**config.mk**
```make
export PLATFORM = sky130hd
export DESIGN_NAME = serial_addsub_fsm
export DESIGN_NICKNAME = d
export VERILOG_FILES = /design/src/rtl/serial_addsub_fsm.sv
export SDC_FILE = /design/constraint.sdc
export NUM_CORES = 1
export LEC_CHECK = 0
export CAP_MARGIN = 10
export CORE_MARGIN = 5
export CORE_UTILIZATION = 41
export DETAILED_ROUTE_END_ITERATION = 10
export GPL_ROUTABILITY_DRIVEN = 1
export HOLD_SLACK_MARGIN = 0.1
export PLACE_DENSITY_LB_ADDON = 0.25
export SYNTH_ARGS = -nofsm -noshare
export SYNTH_HDL_FRONTEND = slang
export SYNTH_SLANG_ARGS = --single-unit
```
**constraint.sdc**
```tcl
create_clock -name clk -period 2.1 [get_ports clk]
set_input_delay 0.42 -clock clk [delete_from_list [all_inputs] [get_ports clk]]
set_output_delay 0.42 -clock clk [all_outputs]
set_load 0.005 [all_outputs]
```
**src/rtl/serial_addsub_fsm.sv**
```systemverilog
// Bit-serial adder/subtractor.
// Two WIDTH-bit operands are captured on a start request and processed one
// bit per clock, LSB first, through a single full-adder/full-subtractor cell
// with a carry/borrow flop. Completion raises done for one cycle together
// with newly loaded result, cout (carry or borrow out) and signed ovf.
//
//   state | meaning
//   ------+---------------------------------------------------------------
//   IDLE  | waiting for start; outputs hold the last completed operation
//   RUN   | one operand bit consumed per edge; start is ignored here
//   DONE  | done pulse; start here is accepted immediately (back-to-back)
module serial_addsub_fsm #(
  parameter int WIDTH = 8,
  parameter int CNT_W = $clog2(WIDTH)
) (
  input  logic             clk,
  input  logic             rst_n,
  input  logic             start,
  input  logic             mode,
  input  logic [WIDTH-1:0] a,
  input  logic [WIDTH-1:0] b,
  input  logic             cin,
  output logic             busy,
  output logic             done,
  output logic [WIDTH-1:0] result,
  output logic             cout,
  output logic             ovf
);

  if (WIDTH < 2 || WIDTH > 32) begin : g_width_check
    $error("serial_addsub_fsm: WIDTH must lie in 2..32");
  end

  typedef enum logic [1:0] {
    IDLE = 2'd0,
    RUN  = 2'd1,
    DONE = 2'd2
  } state_t;

  localparam logic [CNT_W-1:0] LAST_BIT = CNT_W'(WIDTH - 1);

  state_t             state_q,  state_d;
  logic [WIDTH-1:0]   a_sh_q,   a_sh_d;
  logic [WIDTH-1:0]   b_sh_q,   b_sh_d;
  logic [WIDTH-1:0]   acc_q,    acc_d;
  logic [CNT_W-1:0]   cnt_q,    cnt_d;
  logic               mode_q,   mode_d;
  logic               c_q,      c_d;
  logic [WIDTH-1:0]   result_q, result_d;
  logic               cout_q,   cout_d;
  logic               ovf_q,    ovf_d;

  // Single-bit arithmetic cell: current operand bits and the carry/borrow.
  logic             bit_a;
  logic             bit_b;
  logic             bit_s;
  logic             carry_add;
  logic             borrow_sub;
  logic             c_next;
  logic [WIDTH-1:0] acc_shift;
  logic             ovf_bit;

  // Full-adder / full-subtractor stage; the sum/difference bit is the same
  // XOR for both modes, only the carry/borrow equation differs.
  always_comb begin
    bit_a      = a_sh_q[0];
    bit_b      = b_sh_q[0];
    bit_s      = bit_a ^ bit_b ^ c_q;
    carry_add  = (bit_a & bit_b) | (c_q & (bit_a ^ bit_b));
    borrow_sub = (~bit_a & bit_b) | (~(bit_a ^ bit_b) & c_q);
    c_next     = mode_q ? borrow_sub : carry_add;
    acc_shift  = {bit_s, acc_q[WIDTH-1:1]};
    // On the final bit the shift registers present the operand MSBs and
    // bit_s is the result MSB, so overflow needs no extra stored state.
    if (mode_q) begin
      ovf_bit = (bit_a != bit_b) && (bit_s != bit_a);
    end else begin
      ovf_bit = (bit_a == bit_b) && (bit_s != bit_a);
    end
  end

  // Next-state and datapath control; every register holds by default.
  always_comb begin
    state_d  = state_q;
    a_sh_d   = a_sh_q;
    b_sh_d   = b_sh_q;
    acc_d    = acc_q;
    cnt_d    = cnt_q;
    mode_d   = mode_q;
    c_d      = c_q;
    result_d = result_q;
    cout_d   = cout_q;
    ovf_d    = ovf_q;

    case (state_q)
      IDLE, DONE: begin
        if (start) begin
          a_sh_d  = a;
          b_sh_d  = b;
          mode_d  = mode;
          c_d     = cin;
          acc_d   = '0;
          cnt_d   = '0;
          state_d = RUN;
        end else if (state_q == DONE) begin
          state_d = IDLE;
        end
      end

      RUN: begin
        a_sh_d = a_sh_q >> 1;
        b_sh_d = b_sh_q >> 1;
        c_d    = c_next;
        acc_d  = acc_shift;
        cnt_d  = cnt_q + CNT_W'(1);
        if (cnt_q == LAST_BIT) begin
          result_d = acc_shift;
          cout_d   = c_next;
          ovf_d    = ovf_bit;
          state_d  = DONE;
        end
      end

      default: begin
        state_d = IDLE;
      end
    endcase
  end

  // State and datapath registers; reset abandons any operation in flight.
  always_ff @(posedge clk or negedge rst_n) begin
    if (!rst_n) begin
      state_q  <= IDLE;
      a_sh_q   <= '0;
      b_sh_q   <= '0;
      acc_q    <= '0;
      cnt_q    <= '0;
      mode_q   <= 1'b0;
      c_q      <= 1'b0;
      result_q <= '0;
      cout_q   <= 1'b0;
      ovf_q    <= 1'b0;
    end else begin
      state_q  <= state_d;
      a_sh_q   <= a_sh_d;
      b_sh_q   <= b_sh_d;
      acc_q    <= acc_d;
      cnt_q    <= cnt_d;
      mode_q   <= mode_d;
      c_q      <= c_d;
      result_q <= result_d;
      cout_q   <= cout_d;
      ovf_q    <= ovf_d;
    end
  end

  assign busy   = (state_q == RUN);
  assign done   = (state_q == DONE);
  assign result = result_q;
  assign cout   = cout_q;
  assign ovf    = ovf_q;

endmodule

```
Word-level counts from Yosys, hierarchy flattened. Index checks and enable logic that the tools add are counted.

Flip-flop bits (word level): 41. Input bits: 21.

Multiplexer cells: 16. Add/subtract/negate cells: 1. Equality and inequality tests: 9. Reduce and logical (&&, ||, !) cells: 9. Bitwise logic cells: 10.

Operators with widths (number): case mux 8 bit (2 select lines) (3); 2-to-1 mux 8 bit (3); AND reduction 2 bit (4); 2-to-1 mux 2 bit (3); case mux 3 bit (2 select lines) (1); bitwise AND 1 bit (4); case mux 2 bit (2 select lines) (1); adder 3 x 1 -> 3 bit, second input constant (1); equality test 3 bit, second input constant (1); 2-to-1 mux 1 bit (3); 2-to-1 mux 3 bit (1); inequality test 3 bit, second input constant (1); equality test 2 x 1 -> 1 bit, second input constant (1); equality test 2 bit, second input constant (1); logical AND 1 bit (2); logical NOT 2 bit (1); inequality test 1 bit (2); inequality test 2 x 1 -> 1 bit, second input constant (1); inequality test 2 bit, second input constant (1); inverter 1 bit (2); OR 1 bit (2); case mux 1 bit (2 select lines) (1); nonzero test 2 bit (1); OR reduction 2 bit (1); 2 further kinds (3).

Depth between registers and ports, before layout.
Word-level depth: 6. Gate-level depth with buffers: 6. Mapped depth without buffers: 5.

Worst setup path before layout. No wires, ideal clock.

Path kind: register to register. Start: reg cnt_q[0]. End: reg cout_q, in the netlist cout. Arrival time: 1.348 ns. Cell stages (with the launch flop): 6. Slack: 0.627 ns. Clock period less this slack: 1.473 ns. Library setup time: 0.125 ns. Cell sequence: dfrtp_1 -> ha_1 -> ha_1 -> nand3b_1 -> buf_6 -> mux2_4.

Longest elaborated chain between the ends: 2.

Ends and longest elaborated chain: start, declared (line 46) `logic [CNT_W-1:0] cnt_q, cnt_d;`; start signal, assigned (line 148) `cnt_q <= cnt_d;`; equality test 3 bit (line 116) `if (cnt_q == LAST_BIT) begin`; AND reduction 2 bit (no line); end signal, assigned (line 152) `cout_q <= cout_d;`; end, declared (line 50) `logic cout_q, cout_d;`.

Every way passes these cells. A chain may end at the register's enable or synchronous reset.

Final worst setup path.
Start: reg state_q[1]. End: out busy.

Longest elaborated chain between the ends: 1.

Ends and longest elaborated chain: start, declared (line 42) `state_t state_q, state_d;`; start signal, assigned (line 144) `state_q <= state_d;`; equality test 2 x 1 -> 1 bit (line 157) `assign busy = (state_q == RUN);`; end, declared (line 23) `output logic busy,`.

Every way passes these cells.

==> impl.org <==
** Power and ir drop
- Total power :: 0.00331 W
- Pwr dens :: 1500 mW/mm²
- VDD sags by at most 0.527 mV.
- Static Leak :: 1.02 nW

** Clock tree
- TritonCTS clock tree :: done
- Register clock-pin slew on the reported worst setup and hold paths :: 0.07 ns
- Clock latency of the later-clocked register in the worst-skew pair :: 0.29 ns
- Cts bufs inserted :: 5
- H-tree Lvls :: 2
- CTS placed an instance of sky130_fd_sc_hd__clkbuf_8 at the clock tree root.
- Maximum count of clock buffers along a single path :: 2
- Once the clock tree was built, the resizer swapped 0 gates to a different size.
- Hold-fix buffer count after cts :: 0
- Clock net sink count :: 40
- After clock tree synthesis, the setup repair step added 0 buffers.

** Synth
- Most common cell in the synthesized netlist :: sky130_fd_sc_hd__dfrtp_1
- The synthesized design contains 0 enable-type register cells.
- Top FF cell, synth :: sky130_fd_sc_hd__dfrtp_1
- Synthesis handed over a netlist of 158 instances.
- Net count after synthesis :: 184
- For this run, the number of Yosys warnings is 0.
- In this run the cell area of the synthesized design comes to 0.00178 mm².
- Largest area contributor in the synthesized netlist :: sky130_fd_sc_hd__dfrtp_1
- The compound-cell area share of the yosys netlist was 0.117.
- Leading cell types by count after synthesis :: sky130_fd_sc_hd__dfrtp_1, sky130_fd_sc_hd__nand2_1, sky130_fd_sc_hd__a31oi_1, sky130_fd_sc_hd__nor2_1, sky130_fd_sc_hd__a22o_1
- XOR/XNOR Fraction of Synth Area :: 0.00985
- Of the total synthesized cell area, the portion taken by AND, OR, NAND and NOR gates is 0.128.
- Of the total synthesized cell area, the portion taken by full adders, half adders and majority gates is 0.0436.
- Of the post-synthesis cell area, the part taken by muxes is 0.0774.
- Of all flip-flops after synthesis, the portion carrying an async set or reset was 1.00.
- Largest cells by area after synthesis :: sky130_fd_sc_hd__dfrtp_1, sky130_fd_sc_hd__nand2_1, sky130_fd_sc_hd__mux2_4
- Of the synthesized area, sequential elements account for 0.563.
- By area, the combinational part of the netlist is dominated by simple AND/OR/NAND/NOR gates.
- The synthesized netlist contains 23 unique library cells.
- Register bit total from synthesis :: 40
- Synthesized area divided by synthesized cell count :: 11.3 µm²
- Of the post-synthesis cell area, the dominant cell type holds 0.563.

** Global routing
- Summed over all layers, the global routing overflow is 0.
- Vias in the first global route :: 1234
- The first global-routing pass estimated 5460 µm of wire.
- The initial antenna violation count was 0.
- Gr usage total :: 0.129
- Entering global routing, the biggest net connects 41 pins.

** Placed design
- Number of buffers added on ports :: 32
- Detailed placer's ending HPWL :: 2240 µm
- At the end of routability-driven placement, the weighted congestion stood at 0.715.

** STA
- The clock arrives with 0.00655 ns of skew.
- The final hold violation count came to 0.
- Final Max Tran Viols :: 0
- Measured slew at the worst slew-check pin :: 0.642 ns
- Setup violation total in the final timing report :: 0
- Summed over all failing endpoints, the final setup total negative slack is 0 ns.
- Normalized max-slew margin :: 0.572
- Setup repair after global routing missed its margin :: no
- Minimum clock period :: 1.98 ns
- In the finished design, the share of the clock period the worst path needs comes to 0.942.
- Fmax :: 505 MHz

** Floorplan
- In this run the vertical extent of the chip is 75.9 µm.
- After floorplanning, the core was divided into 24 placement rows.
- Number of placed I/O pins :: 33
- Placeable core area :: 0.00429 mm²
- In this run the horizontal extent of the chip is 75.9 µm.
- The initial utilization of the core area, before any placement, comes to 0.414.
- Area of the die :: 0.00575 mm²

** Finish
- Share of post-route cells with drive strength above 1 :: 0.120
- The repair_antennas step left the layout with diodes totalling 0.
- In the final layout, flip-flops and latches occupy 0.00100 mm².
- Combined area of the multi-input logic cells :: 668 µm²
- At the end of the flow the core is filled with cells to 0.514.
- Layout overhead on the synthesized area :: 24.1%
- After filler insertion, the fill cell instance count of the layout stands at 384.
- The net count of the finished layout is 216.

** Critical path
- Setup CP Type :: flip-flop to primary output
- Endpoint class of the critical path :: primary output
- Startpoint kind of the worst setup timing path :: flip-flop
- In this run the register-to-register setup slack is 0.51 ns.
- Along the worst path, the maximum fanout reaches 11.
- Required time worst endpoint :: 1.68 ns
- The number of cells on the worst reg-to-reg path is 5.
- Endpoint of the worst-slack reg-to-reg timing path :: result[0]
- Startpoint of the worst-slack reg-to-reg timing path :: cnt_q[0]
- Data arrives at the worst endpoint at 1.56 ns.

** Min path
- The min-delay analysis places its worst path in the category input pin to async pin.

** Detailed routing
- Residual DRC count :: 0
- Dividing the detail-routed wire length by the instance count gives 13.3 µm.
- Summed over all layers, the routed wires come to 3230 µm.
- Detailed routing inserted a total of 1228 vias.
- First-pass iteration count of the detailed router :: 4
- After detailed routing, the number of vias per cell comes to 5.05.
- Routed Antenna Nets :: 0
- For this block, the initial DRC count from the detailed router was 78.

** Status
- Status :: finished, final reports clean

** Flow run
- The tool flagged a number of max-cap violations equal to 0.
## per-layer routing
layer	GRT usage	wire length, µm	part of all wire	vias to the layer above
met4	0.0524	52	0.016	0
li1	-	-	-	592
met1	0.148	1390	0.43	600
met2	0.215	1610	0.50	30
met5	0	0	0	-
met3	0.0515	182	0.056	6
## worst max-delay path by stage
| stage | slack (ns) | start | endpoint |
|---|---|---|---|
| after floorplan | 0.63 | cnt_q[0] | cout |
| after global placement | 0.38 | start | b_sh_q[5] |
| after detailed placement | 0.33 | start | a_sh_q[6] |
| after CTS | 0.09 | state_q[1] | busy |
| after global routing | 0.03 | state_q[1] | busy |
| final | 0.12 | state_q[1] | busy |
## where the power goes
group          internal (W)  leakage [nW]  switching (W)  total [W]
sequential          0.00113         0.480       0.000222    0.00135
clock              0.000353        0.0552       0.000253   0.000606
combinational      0.000730         0.488       0.000621    0.00135
total               0.00221          1.02        0.00110    0.00331
## logic make-up (layout without fill, tap and decap cells)
logic type / count (synthesis) / after routing
adders and majority gates: 5 / 5
and+or+nand+nor: 56 / 56
AOI/OAI and AO/OA: 29 / 29
DFF: 40 / 40
buffers and inverters: 16 / 49
xor gates and xnor gates: 2 / 2
muxes: 10 / 10
## per-stage QoR
stage	area (µm²)	hold slack (ns)	worst slack (ns)	cells
2_1_floorplan	1780	0.124	0.627	158
3_3_place_gp	2100	0.464	0.381	235
3_5_place_dp	2100	0.485	0.330	235
4_1_cts	2210	0.200	0.0921	243
5_1_grt	2210	0.216	0.0311	243
6_report	2210	0.188	0.122	243
## state kept, by name (all words and copies together) (netlist names)
register	count
mode_q	1
acc_q	7
c_q	1
cout	1
ovf	1
cnt_q	3
a_sh_q	8
result	8
b_sh_q	8
state_q	2
## cell type report
class / count / share of cell area
Multi-Input combinational cell: 102 / 0.303
Clock buffer: 6 / 0.0329
Tap cell: 52 / 0.0295
Timing Repair Buffer: 36 / 0.157
Sequential cell: 40 / 0.454
Inverter: 5 / 0.00851
Clock inverter: 2 / 0.0159
## worst max-delay path, stage by stage, from the launching register on
cell and delay (ns):
sky130_fd_sc_hd__dfrtp_1 0.38, sky130_fd_sc_hd__nand2b_1 0.17, sky130_fd_sc_hd__inv_2 0.18, sky130_fd_sc_hd__clkdlybuf4s50_1 0.54
## cell usage in the layout (no fill, tap or decap)
master and count:
sky130_fd_sc_hd__nand2_1 34, sky130_fd_sc_hd__bufinv_16 1, sky130_fd_sc_hd__fa_1 2, sky130_fd_sc_hd__nand2b_1 2, sky130_fd_sc_hd__inv_1 4, sky130_fd_sc_hd__nor2b_1 2
sky130_fd_sc_hd__xnor2_1 2, sky130_fd_sc_hd__o21ai_1 2, sky130_fd_sc_hd__a31oi_1 15, sky130_fd_sc_hd__buf_2 1, sky130_fd_sc_hd__nor2_2 1, sky130_fd_sc_hd__clkbuf_8 5
sky130_fd_sc_hd__clkdlybuf4s50_1 31, sky130_fd_sc_hd__a22o_1 11, sky130_fd_sc_hd__mux2i_1 1, sky130_fd_sc_hd__mux2_4 7, sky130_fd_sc_hd__nand3b_1 1, sky130_fd_sc_hd__nand3_1 1
sky130_fd_sc_hd__clkinv_2 1, sky130_fd_sc_hd__o31ai_1 1, sky130_fd_sc_hd__buf_4 4, sky130_fd_sc_hd__ha_1 3, sky130_fd_sc_hd__nor2_1 15, sky130_fd_sc_hd__dfrtp_1 40
sky130_fd_sc_hd__inv_2 1, sky130_fd_sc_hd__clkbuf_1 1, sky130_fd_sc_hd__mux2_2 2
Note: power is estimated with default switching activity, not from simulation.
